--- src/rtl/ifetch_unit.sv ---
// Instruction-fetch stage with the IF/ID pipeline register for miniRV-1.
// Holds the PC, addresses the IROM, and takes redirects from execute.
module ifetch_unit #(
  parameter logic [31:0] RESET_PC = 32'h0000_0000,
  parameter int unsigned ADDR_W   = 14,
  parameter logic [31:0] NOP_INST = 32'h0000_0013
) (
  input  logic              cpu_clk,
  input  logic              cpu_rst,
  input  logic              stall_i,
  input  logic              flush_i,
  input  logic [31:0]       redirect_pc_i,
  output logic [ADDR_W-1:0] irom_addr_o,
  input  logic [31:0]       irom_inst_i,
  output logic [31:0]       pc_o,
  output logic [31:0]       pc_id_o,
  output logic [31:0]       pc4_id_o,
  output logic [31:0]       inst_id_o,
  output logic [24:0]       sext_inst_o,
  output logic              valid_id_o,
  output logic              misalign_o
);

  logic [31:0] pc_q,       pc_d;
  logic [31:0] pc_id_q,    pc_id_d;
  logic [31:0] pc4_id_q,   pc4_id_d;
  logic [31:0] inst_id_q,  inst_id_d;
  logic        valid_id_q, valid_id_d;
  logic        misalign_q, misalign_d;
  logic [31:0] pc_plus4;

  assign pc_plus4 = pc_q + 32'd4;

  always_comb begin
    pc_d       = pc_q;
    pc_id_d    = pc_id_q;
    pc4_id_d   = pc4_id_q;
    inst_id_d  = inst_id_q;
    valid_id_d = valid_id_q;
    misalign_d = misalign_q;
    if (flush_i) begin
      // Flush overrides stall; the word fetched this cycle is dropped.
      pc_d       = {redirect_pc_i[31:2], 2'b00};
      inst_id_d  = NOP_INST;
      valid_id_d = 1'b0;
      if (redirect_pc_i[1:0] != 2'b00) begin
        misalign_d = 1'b1;
      end
    end else if (!stall_i) begin
      pc_d       = pc_plus4;
      pc_id_d    = pc_q;
      pc4_id_d   = pc_plus4;
      inst_id_d  = irom_inst_i;
      valid_id_d = 1'b1;
    end
  end

  always_ff @(posedge cpu_clk) begin
    if (cpu_rst) begin
      pc_q       <= RESET_PC;
      pc_id_q    <= '0;
      pc4_id_q   <= 32'd4;
      inst_id_q  <= NOP_INST;
      valid_id_q <= 1'b0;
      misalign_q <= 1'b0;
    end else begin
      pc_q       <= pc_d;
      pc_id_q    <= pc_id_d;
      pc4_id_q   <= pc4_id_d;
      inst_id_q  <= inst_id_d;
      valid_id_q <= valid_id_d;
      misalign_q <= misalign_d;
    end
  end

  assign irom_addr_o = pc_q[ADDR_W+1:2];
  assign pc_o        = pc_q;
  assign pc_id_o     = pc_id_q;
  assign pc4_id_o    = pc4_id_q;
  assign inst_id_o   = inst_id_q;
  assign sext_inst_o = inst_id_q[31:7];
  assign valid_id_o  = valid_id_q;
  assign misalign_o  = misalign_q;

endmodule

--- config.mk ---
export PLATFORM = sky130hd
export DESIGN_NAME = ifetch_unit
export DESIGN_NICKNAME = d
export VERILOG_FILES = /design/src/rtl/ifetch_unit.sv
export SDC_FILE = /design/constraint.sdc
export NUM_CORES = 1
export LEC_CHECK = 0
export BUFFER_PORTS_ARGS = -buffer_cell sky130_fd_sc_hd__buf_2
export CAP_MARGIN = 0
export CORE_AREA = 10 10 121 123
export CTS_CLUSTER_SIZE = 40
export DETAILED_ROUTE_END_ITERATION = 7
export DIE_AREA = 0 0 131 133
export PLACE_DENSITY = 0.91
export SYNTH_ARGS = -nofsm -noshare
export SYNTH_HDL_FRONTEND = slang
export SYNTH_SLANG_ARGS = --single-unit
--- constraint.sdc ---
create_clock -name cpu_clk -period 3 [get_ports cpu_clk]
set_input_delay 0.15 -clock cpu_clk [delete_from_list [all_inputs] [get_ports cpu_clk]]
set_output_delay 0.15 -clock cpu_clk [all_outputs]
set_load 0.005 [all_outputs]
==> impl_metrics.ini, run 1 <==
[power]
power_density_nw_per_um2 = 584
ir_worst_vdd_mv = 0.321
leakagePower_uw = 0.00337
fin_total_pwr_uw = 4480

[hold_path]
worst_hold_path.num_cells = 3
min_to = inst_id_o[6]
holdCritPathClass = primary input to flop
hold_start = irom_inst_i[6]

[place]
portBuffers = 230
gp_congestion = 0.871
placed_cell_area_um2 = 6670
placedCellCount = 997
hpwl_um = 14400

[job]
maxCapViolCount = 0

[global_routing]
grt_pass1_vias = 5746
antenna_found_initial = 1
grt_max_degree = 69
grt_usage_pct = 22.9
overflow = 0
grt_pass1_wl_um = 31500

[sta]
fin_skew_ns = 0.00813
max_slew.worst_pin.slew_ns = 0.964
slew_viol_final = 0
rsz0062_at_grt = false
layout_min_cycle_time_ns = 2.59
setup_tns_ns = 0
fmaxAchievable_mhz = 386
relSlewSlack_pct = 35.8
hold_viol = 0
setup_violations = 0
post-route-period-util_pct = 86.4

[clock_tree]
root_buffer = clkbuf_16
numClockSinks = 124
clkTransAtPathRegs_ns = 0.06
cts-resized-gates = 0
cts_htree_levels = 4
postCtsSetupBuffers = 0
cts_tree = built
numCtsBuffers = 17
clock_latency_ns = 0.41
cts_max_path_buffers = 2
ctsHoldBuffers = 38

[setup_path]
criticalPathCategory = flop to flop
critical-path-slowest-cell = or4_1
r2r_slack_ns = 0.41
crit_fanout = 17
crit_path_end_kind = flop
path_cells = nand4_2 > or4_1 > or4_1 > a311oi_1
critPathLaunchType = flop
cp_slowest_stage_delay_ns = 0.76
r2r_cells = 4
critical_path_required_ns = 3.30
r2r-start = pc_o[6]
reg2reg_to = pc_o[20]
path_common_cell = or4_1
arrival_ns = 2.89

[route]
wl_per_cell_um = 19.3
ant_nets = 0
viasPerCell = 5.46
wl_um = 20600
drt_iter0_drc = 548
drc = 0
first_pass_iters = 5
routed-via-count = 5835

[finish]
final_cell_area_um2 = 7670
drive_above_1_share_pct = 31.7
multiInputGateArea_um2 = 2680
fin_nets = 951
fill_cells = 1016
areaGrowthSynthToFinish_pct = 32.9
regArea_um2 = 2480
instances_no_fill = 1068
fin_util_pct = 62.1

[floorplan]
rows = 41
die-height_um = 133
io_pins = 237
die_area_um2 = 17400
core_area_um2 = 12400
die_w_um = 131
initial_core_util_pct = 46.7

[yosys]
synthArstFlopShare_pct = 0
syn_area_um2 = 5770
synth.top_cells.by_count = dfxtp_1, nor2_1, nand2_1
ys_warn_count = 0
ys_top_cells_by_area = dfxtp_1, buf_4, mux2i_1, nor2_1, nand2_1
netlist.area_leader.share_pct = 43.0
synth_cells = 684
yosysSeqAreaShare_pct = 43.0
avgSynthCellArea_um2 = 8.44
synth_most_common_cell = dfxtp_1
synthFlopType = dfxtp_1
yosysUniqueCellTypes = 52
synth_enable_flop_cells = 0
ys_ff_latch = 124
yosysTopAreaCell = dfxtp_1

[outcome]
outcome = complete, no violations
metrics by stage:
step	hold WS (ns)	setup WS [ns]
floorplan	0.259	0.848
global placement	0.354	0.705
detailed placement	0.352	0.587
CTS	0.000408	0.477
global route	0.0132	0.258
finish	0.000827	0.407
worst max-delay path, delay by kind of cell (launching register included):
family          cells  cell delay, ns
simple gates        3            1.63
compound gates      1            0.33
flops               1            0.52
state kept, by name (all words and copies together) (netlist names):
register	flops
valid_id_o	1
pc_o	30
misalign_o	1
pc_id_o	30
inst_id_o	32
pc4_id_o	30
where the power goes:
part | switching [uW] | total, uW | leakage (uW) | internal (uW)
logic | 258 | 487 | 0.00206 | 229
clock network | 769 | 2170 | 0.000298 | 1400
registers | 99.1 | 1830 | 0.00102 | 1730
total | 1130 | 4480 | 0.00337 | 3350
cell type report:
| type | count | area share [%] |
|---|---|---|
| multi-input combinational | 447 | 34.9 |
| antenna | 1 | 0.0326 |
| timing repair buffer | 278 | 21.1 |
| inverter | 14 | 0.685 |
| sequential | 124 | 32.3 |
| clock buffer | 19 | 5.64 |
| clock inverter | 13 | 2.51 |
| tap | 172 | 2.80 |
layout by cell type (no fill, tap or decap), drive strengths merged, types with 21 or more instances in the layout:
master / n
nand2: 81
a211oi: 24
nor2: 84
dfxtp: 124
or3: 22
dlygate4sd3: 38
a311oi: 21
buf: 240
o21ai: 21
mux2i: 33
a21oi: 39
worst max-delay path by stage:
stage,from,to,slack (ns)
finish,pc_o[6],pc_o[20],0.41
global route,pc_o[6],pc_o[20],0.26
CTS,pc_o[6],pc_o[20],0.48
detailed placement,pc_o[6],pc_o[20],0.59
global placement,pc_o[2],pc_o[28],0.71
floorplan,pc_o[2],pc_o[28],0.85
cell families after synthesis:
| family | after synthesis | share of synthesized area (%) |
|---|---|---|
| xor gates and xnor gates | 23 | 3.49 |
| muxes | 33 | 5.72 |
| buffers and inverters | 118 | 11.1 |
| DFF | 124 | 43.0 |
| adders and majority gates | 1 | 0.217 |
| and+or+nand+nor | 258 | 21.9 |
| AOI/OAI and AO/OA | 126 | 14.5 |
| other | 1 | 0.0650 |
routing by layer:
layer / global-route usage (%) / part of all wire (%) / vias up
li1: - / - / 2741
met1: 26.7 / 38 / 2710
met2: 36.3 / 49 / 312
met3: 7.71 / 9.5 / 72
met4: 11.6 / 4.1 / 0
met5: 0 / 0 / -
Note: power is estimated with default switching activity, not from simulation.
==> run 2: changes to the inputs <==
--- a/config.mk
+++ b/config.mk
@@ -6,12 +6,12 @@
 export NUM_CORES = 1
 export LEC_CHECK = 0
 export BUFFER_PORTS_ARGS = -buffer_cell sky130_fd_sc_hd__buf_2
-export CAP_MARGIN = 0
 export CORE_AREA = 10 10 121 123
 export CTS_CLUSTER_SIZE = 40
 export DETAILED_ROUTE_END_ITERATION = 7
 export DIE_AREA = 0 0 131 133
-export PLACE_DENSITY = 0.91
+export HOLD_SLACK_MARGIN = 0.06
+export PLACE_DENSITY = 0.79
 export SYNTH_ARGS = -nofsm -noshare
 export SYNTH_HDL_FRONTEND = slang
 export SYNTH_SLANG_ARGS = --single-unit
==> run 2 against run 1 <==
Sequential share of layout area is 0.79 points lower. Register-to-register slack improved by 0.13 ns. Largest cell class unchanged. Critical path type unchanged. Via count is essentially flat. Non-clock buffer count increased by 26. Final area increased by 2.5%. Die area unchanged. Setup slack better by 0.13 ns. Final cell count rose by 2.6%. Utilization up 1.6 points. First-iteration DRC count down 14%.
==> impl_metrics.ini, run 2 (synthesis gave the netlist of run 1 again) <==
[setup_path]
crit_path_end_kind = flop
critical_path_required_ns = 3.33
cp_top_family = simple AND/OR/NAND/NOR gates
r2r-start = pc_o[13]
path_common_cell = or4_1
critical-path-slowest-cell = or4_1
r2r_slack_ns = 0.53
r2r_cells = 4
reg2reg_to = pc_o[20]
cp_slowest_stage_delay_ns = 0.73
path_cells = nand4_1 > or4_1 > or4_1 > a311oi_1
crit_fanout = 13
crit_buf_inv = 0
arrival_ns = 2.80
criticalPathCategory = flop to flop
critPathLaunchType = flop

[clock_tree]
numClockSinks = 124
cts_htree_levels = 4
clkTransAtPathRegs_ns = 0.06
ctsHoldBuffers = 63
clock_latency_ns = 0.43
cts_max_path_buffers = 2
postCtsSetupBuffers = 0
cts_tree = built
root_buffer = clkbuf_16
cts-resized-gates = 0
numCtsBuffers = 17

[global_routing]
grt_pass1_wl_um = 31300
grt_max_degree = 53
overflow = 0
antenna_found_initial = 4
use_met1_pct = 25.9
busiest_layer = met2
met3_usage_pct = 8.87
grt_usage_pct = 23.1
grt_pass1_vias = 5575
use_met2_pct = 36.4

[sta]
post-route-period-util_pct = 82.3
hold_viol = 0
setup_violations = 0
setup_tns_ns = 0
max_slew.worst_pin.slew_ns = 0.783
hold_ws_ns = 0.125
slew_viol_final = 0
fin_skew_ns = 0.0127
layout_min_cycle_time_ns = 2.47
relSlewSlack_pct = 47.8
fmaxAchievable_mhz = 405
rsz0062_at_grt = false
fin_ws_ns = 0.532

[outcome]
outcome = complete, no violations

[floorplan]
core_area_um2 = 12400
die_w_um = 131
initial_core_util_pct = 46.7
rows = 41
die-height_um = 133
io_pins = 237
die_area_um2 = 17400

[hold_path]
worst_hold_path.num_cells = 4
holdCritPathClass = primary input to flop
min_to = pc_o[15]
hold_start = redirect_pc_i[15]

[power]
leakagePower_uw = 0.00346
ir_worst_vdd_mv = 0.394
power_density_nw_per_um2 = 548
fin_total_pwr_uw = 4310

[route]
first_pass_iters = 5
wl_per_cell_um = 18.7
routed-via-count = 5837
ant_nets = 0
viasPerCell = 5.33
drc = 0
wl_um = 20500
drt_iter0_drc = 472

[finish]
layout_commonest_cell = buf_2
instances_no_fill = 1096
areaGrowthSynthToFinish_pct = 36.3
final_cell_mix = buf_2, dfxtp_1, nor2_1
drive_above_1_share_pct = 31.1
fin_nets = 977
largest_reg_flops = 32

[job]
maxCapViolCount = 0

[place]
gp_congestion = 0.841
place_ws_ns = 0.564
hpwl_um = 14000
placedCellCount = 998
portBuffers = 230
[run 2: changes by cell type in the layout (fill, tap and decap cells not counted)]
cell | previous run | this run
bufinv_16 | 4 | 2
clkbuf_1 | 2 | 0
clkinv_2 | 1 | 7
dlygate4sd3_1 | 38 | 63
buf_12 | 1 | 0
diode_2 | 1 | 4
clkinvlp_4 | 2 | 3
clkinv_4 | 5 | 1
inv_6 | 1 | 0
clkbuf_8 | 0 | 1
buf_4 | 9 | 11
[run 2: power breakdown]
group          switching [uW]  internal [uW]
registers                96.6           1730
logic                     262            250
clock network             748           1230
total                    1110           3200
[run 2: worst max path at each step]
stage / start / to / slack [ns] / cells after the start
global placement: pc_o[2] / pc_o[28] / 0.65 / 5
global route: pc_o[13] / pc_o[20] / 0.35 / 4
floorplan: pc_o[2] / pc_o[28] / 0.85 / 6
CTS: pc_o[2] / pc_o[24] / 0.55 / 5
detailed placement: pc_o[2] / pc_o[24] / 0.56 / 5
finish: pc_o[13] / pc_o[20] / 0.53 / 4
[run 2: area by class of cell]
| type | instances | area (um^2) |
|---|---|---|
| Sequential cell | 124 | 2480 |
| Multi-Input combinational cell | 447 | 2680 |
| Antenna cell | 4 | 10.0 |
| Fill cell | 1041 | 4500 |
| Clock buffer | 18 | 439 |
| Tap cell | 172 | 215 |
| Clock inverter | 13 | 126 |
| Timing Repair Buffer | 304 | 1860 |
| Inverter | 14 | 52.6 |
[run 2: metrics by stage]
stage                     instance area, um^2  utilization [%]
after floorplan                          5790                -
after global placement                   6660             53.9
after detailed placement                 6660             53.9
after CTS                                7860             63.6
after global routing                     7870             63.6
final                                    7870             63.6
[run 2: worst register-to-register path, delay by kind of cell (launching register included)]
| family | cells | cell delay [ns] |
|---|---|---|
| simple gates | 3 | 1.61 |
| flops | 1 | 0.53 |
| compound gates | 1 | 0.24 |
[run 2: layer usage]
layer | share of wire, % | wire [um] | up-vias
met3 | 9.3 | 1920 | 70
met1 | 38 | 7730 | 2693
li1 | - | - | 2814
met2 | 48 | 9860 | 260
met5 | 0 | 0 | -
met4 | 5.0 | 1020 | 0
==> run 3: changes to the inputs <==
--- a/config.mk
+++ b/config.mk
@@ -5,11 +5,12 @@
 export SDC_FILE = /design/constraint.sdc
 export NUM_CORES = 1
 export LEC_CHECK = 0
+export ABC_AREA = 1
 export BUFFER_PORTS_ARGS = -buffer_cell sky130_fd_sc_hd__buf_2
-export CORE_AREA = 10 10 121 123
+export CORE_AREA = 10 10 119 121
 export CTS_CLUSTER_SIZE = 40
 export DETAILED_ROUTE_END_ITERATION = 7
-export DIE_AREA = 0 0 131 133
+export DIE_AREA = 0 0 129 131
 export HOLD_SLACK_MARGIN = 0.06
 export PLACE_DENSITY = 0.79
 export SYNTH_ARGS = -nofsm -noshare
==> constraint.sdc (replaced) <==
create_clock -name cpu_clk -period 2.49 [get_ports cpu_clk]
set_input_delay 0.1245 -clock cpu_clk [delete_from_list [all_inputs] [get_ports cpu_clk]]
set_output_delay 0.1245 -clock cpu_clk [all_outputs]
set_load 0.005 [all_outputs]
==> run 3 against run 2 <==
Global-route usage is 0.24 points lower. First-iteration DRC count shrank 14%. Die area down 3.0%. Setup slack gained 0.043 ns. Sequential power up 18%. Synthesized area decreased by 4.2%. Final area shrank 4.8%. Sequential cell count is the same. Clock skew shrank 0.0065 ns. Critical path depth is 3 higher. Combinational power is 7.2% higher. Critical endpoint is now pc_o[16]. Highest routed layer is now met5.
==> impl_metrics.ini, run 3 <==
[clock_tree]
postCtsSetupBuffers = 0
clock_latency_ns = 0.41
root_buffer = clkbuf_16
ctsHoldBuffers = 43
cts-resized-gates = 0
numCtsBuffers = 17
numClockSinks = 124
cts_tree = built
cts_max_path_buffers = 2
clkTransAtPathRegs_ns = 0.06
cts_htree_levels = 4

[sta]
max_slew.worst_pin.slew_ns = 0.642
setup_tns_ns = 0
layout_min_cycle_time_ns = 1.91
relSlewSlack_pct = 57.2
fmaxAchievable_mhz = 522
rsz0062_at_grt = false
setup_violations = 0
hold_viol = 0
fin_skew_ns = 0.00621
slew_viol_final = 0
post-route-period-util_pct = 76.9

[yosys]
synth_xor_area_share_pct = 1.11
synthArstFlopShare_pct = 0
yosysUniqueCellTypes = 26
ys_top_cells_by_area = dfxtp_1, nand2_1, a21oi_1, buf_4, o21ai_0
synth_cells = 781
synthAdderAreaFrac_pct = 0.226
synth_mux_area_share_pct = 0
synth_top_family_by_area = simple AND/OR/NAND/NOR gates
synth_most_common_cell = nand2_1
synthSimpleGateAreaFrac_pct = 24.6
yosysTopAreaCell = dfxtp_1
synth_enable_flop_cells = 0
syn_area_um2 = 5530
synth.top_cells.by_count = nand2_1, dfxtp_1, a21oi_1
yosysSeqAreaShare_pct = 44.9
ys_warn_count = 0
netlist.area_leader.share_pct = 44.9
ys_ff_latch = 124
avgSynthCellArea_um2 = 7.08
synth_compound_area_share_pct = 16.2
synthFlopType = dfxtp_1

[setup_path]
r2r_slack_ns = 0.58
crit_path_start = pc_o[3]
arrival_ns = 2.25
cp_slowest_stage_delay_ns = 0.47
crit_path_end_kind = flop
criticalPathCategory = flop to flop
path_common_cell = nand3_1
path_cells = ha_1 > nand3_1 > nor2_1 > nand3_1 > xor2_1 > nand2_1 > a21oi_1
critical_path_required_ns = 2.83
critical-path-slowest-cell = dfxtp_1
critPathLaunchType = flop
r2r_cells = 7
reg2reg_to = pc_o[16]
endpoint = pc_o[16]
crit_fanout = 6
r2r-start = pc_o[3]

[power]
power_switching_uw = 1280
power_density_nw_per_um2 = 676
leakagePower_uw = 0.00357
clkPwrFrac_pct = 46.6
p_int_uw = 3790
netSwitchingFraction_pct = 25.2
comb_power_share_pct = 10.8
ir_worst_vdd_mv = 0.375
pwr-share-seq_pct = 42.6

[floorplan]
core_area_um2 = 11800
die-height_um = 131
rows = 40
die_w_um = 129
initial_core_util_pct = 46.8
die_area_um2 = 16900
io_pins = 237

[place]
gp_congestion = 0.944
placed_cell_area_um2 = 6490
hpwl_um = 14000
portBuffers = 230

[global_routing]
overflow = 0
grt_max_degree = 60
grt_pass1_vias = 5835
antenna_found_initial = 1
grt_pass1_wl_um = 30400
grt_usage_pct = 22.8

[hold_path]
holdCritPathClass = primary input to flop

[outcome]
outcome = complete, no violations

[finish]
fill_cells = 1034
fin_util_pct = 63.4
fin_nets = 1075
final_cell_area_um2 = 7490
layout_commonest_cell = buf_2
drive_above_1_share_pct = 28.9
final_cell_mix = buf_2, nand2_1, dfxtp_1
largest_reg_flops = 32
insertedDiodeCount = 0
areaGrowthSynthToFinish_pct = 35.4

[route]
viasPerCell = 5.02
drc = 0
ant_nets = 0
drt_iter0_drc = 404
routed-via-count = 5858
wl_um = 19600
wl_per_cell_um = 16.8
first_pass_iters = 4

[job]
maxCapViolCount = 0
-- run 3: how the worst min path moves through the flow --
stage                                  from            to  cells past startpoint
after floorplan              irom_inst_i[0]  inst_id_o[0]                      2
after global placement       irom_inst_i[4]  inst_id_o[4]                      3
after detailed placement     irom_inst_i[4]  inst_id_o[4]                      3
after CTS                 redirect_pc_i[29]      pc_o[29]                      5
after global routing                cpu_rst  inst_id_o[0]                      3
final                               cpu_rst  inst_id_o[1]                      3
-- run 3: cells by family (layout without fill, tap and decap cells) --
kind of cell / count (synthesis) / count (layout)
simple gates: 332 / 332
compound gates: 174 / 174
buf+inv: 142 / 375
flops: 124 / 124
xor+xnor: 7 / 7
fa+ha+maj: 1 / 1
other cells: 1 / 6
-- run 3: stage by stage --
stage / std cells / setup slack (ns) / hold WS [ns] / power, uW
after CTS: 1166 / 0.605 / 0.0634 / 5090
final: 1166 / 0.576 / 0.0732 / 5070
after floorplan: 786 / 1.03 / 0.238 / 2470
after global routing: 1166 / 0.454 / 0.0853 / 5250
after global placement: 1091 / 0.694 / 0.325 / 2680
after detailed placement: 1091 / 0.622 / 0.332 / 2690
-- run 3: final cells by class --
| type | instances | area (um^2) | area share, % |
|---|---|---|---|
| flip-flops and latches | 124 | 2480 | 33.1 |
| multi-input cells | 520 | 2350 | 31.4 |
| repair buffers | 284 | 1680 | 22.4 |
| clock buffers | 21 | 480 | 6.41 |
| inverters | 59 | 221 | 2.96 |
| well taps | 147 | 184 | 2.46 |
| clock inverters | 11 | 92.6 | 1.24 |
-- run 3: worst max-delay path, delay by kind of cell (launching register included) --
| kind | cells | cell delay, ns |
|---|---|---|
| AOI/OAI and AO/OA | 1 | 0.16 |
| DFF | 1 | 0.47 |
| and+or+nand+nor | 4 | 0.78 |
| xor gates and xnor gates | 1 | 0.16 |
| adders and majority gates | 1 | 0.27 |
-- run 3: routing by layer --
metal  up-vias  routed length, um  track usage (%)
met1      2632               7460             24.1
li1       2898                  -                -
met4         2                586             10.3
met3        46               2440             11.3
met5         -                 20                0
met2       280               9080             37.8
-- run 3: power groups by stage --
stage	sequential (uW)	clock [uW]	combinational, uW
floorplan	2190	0	273
global placement	2190	0	489
detailed placement	2200	0	491
CTS	2160	2390	547
global route	2170	2470	611
finish	2160	2360	548
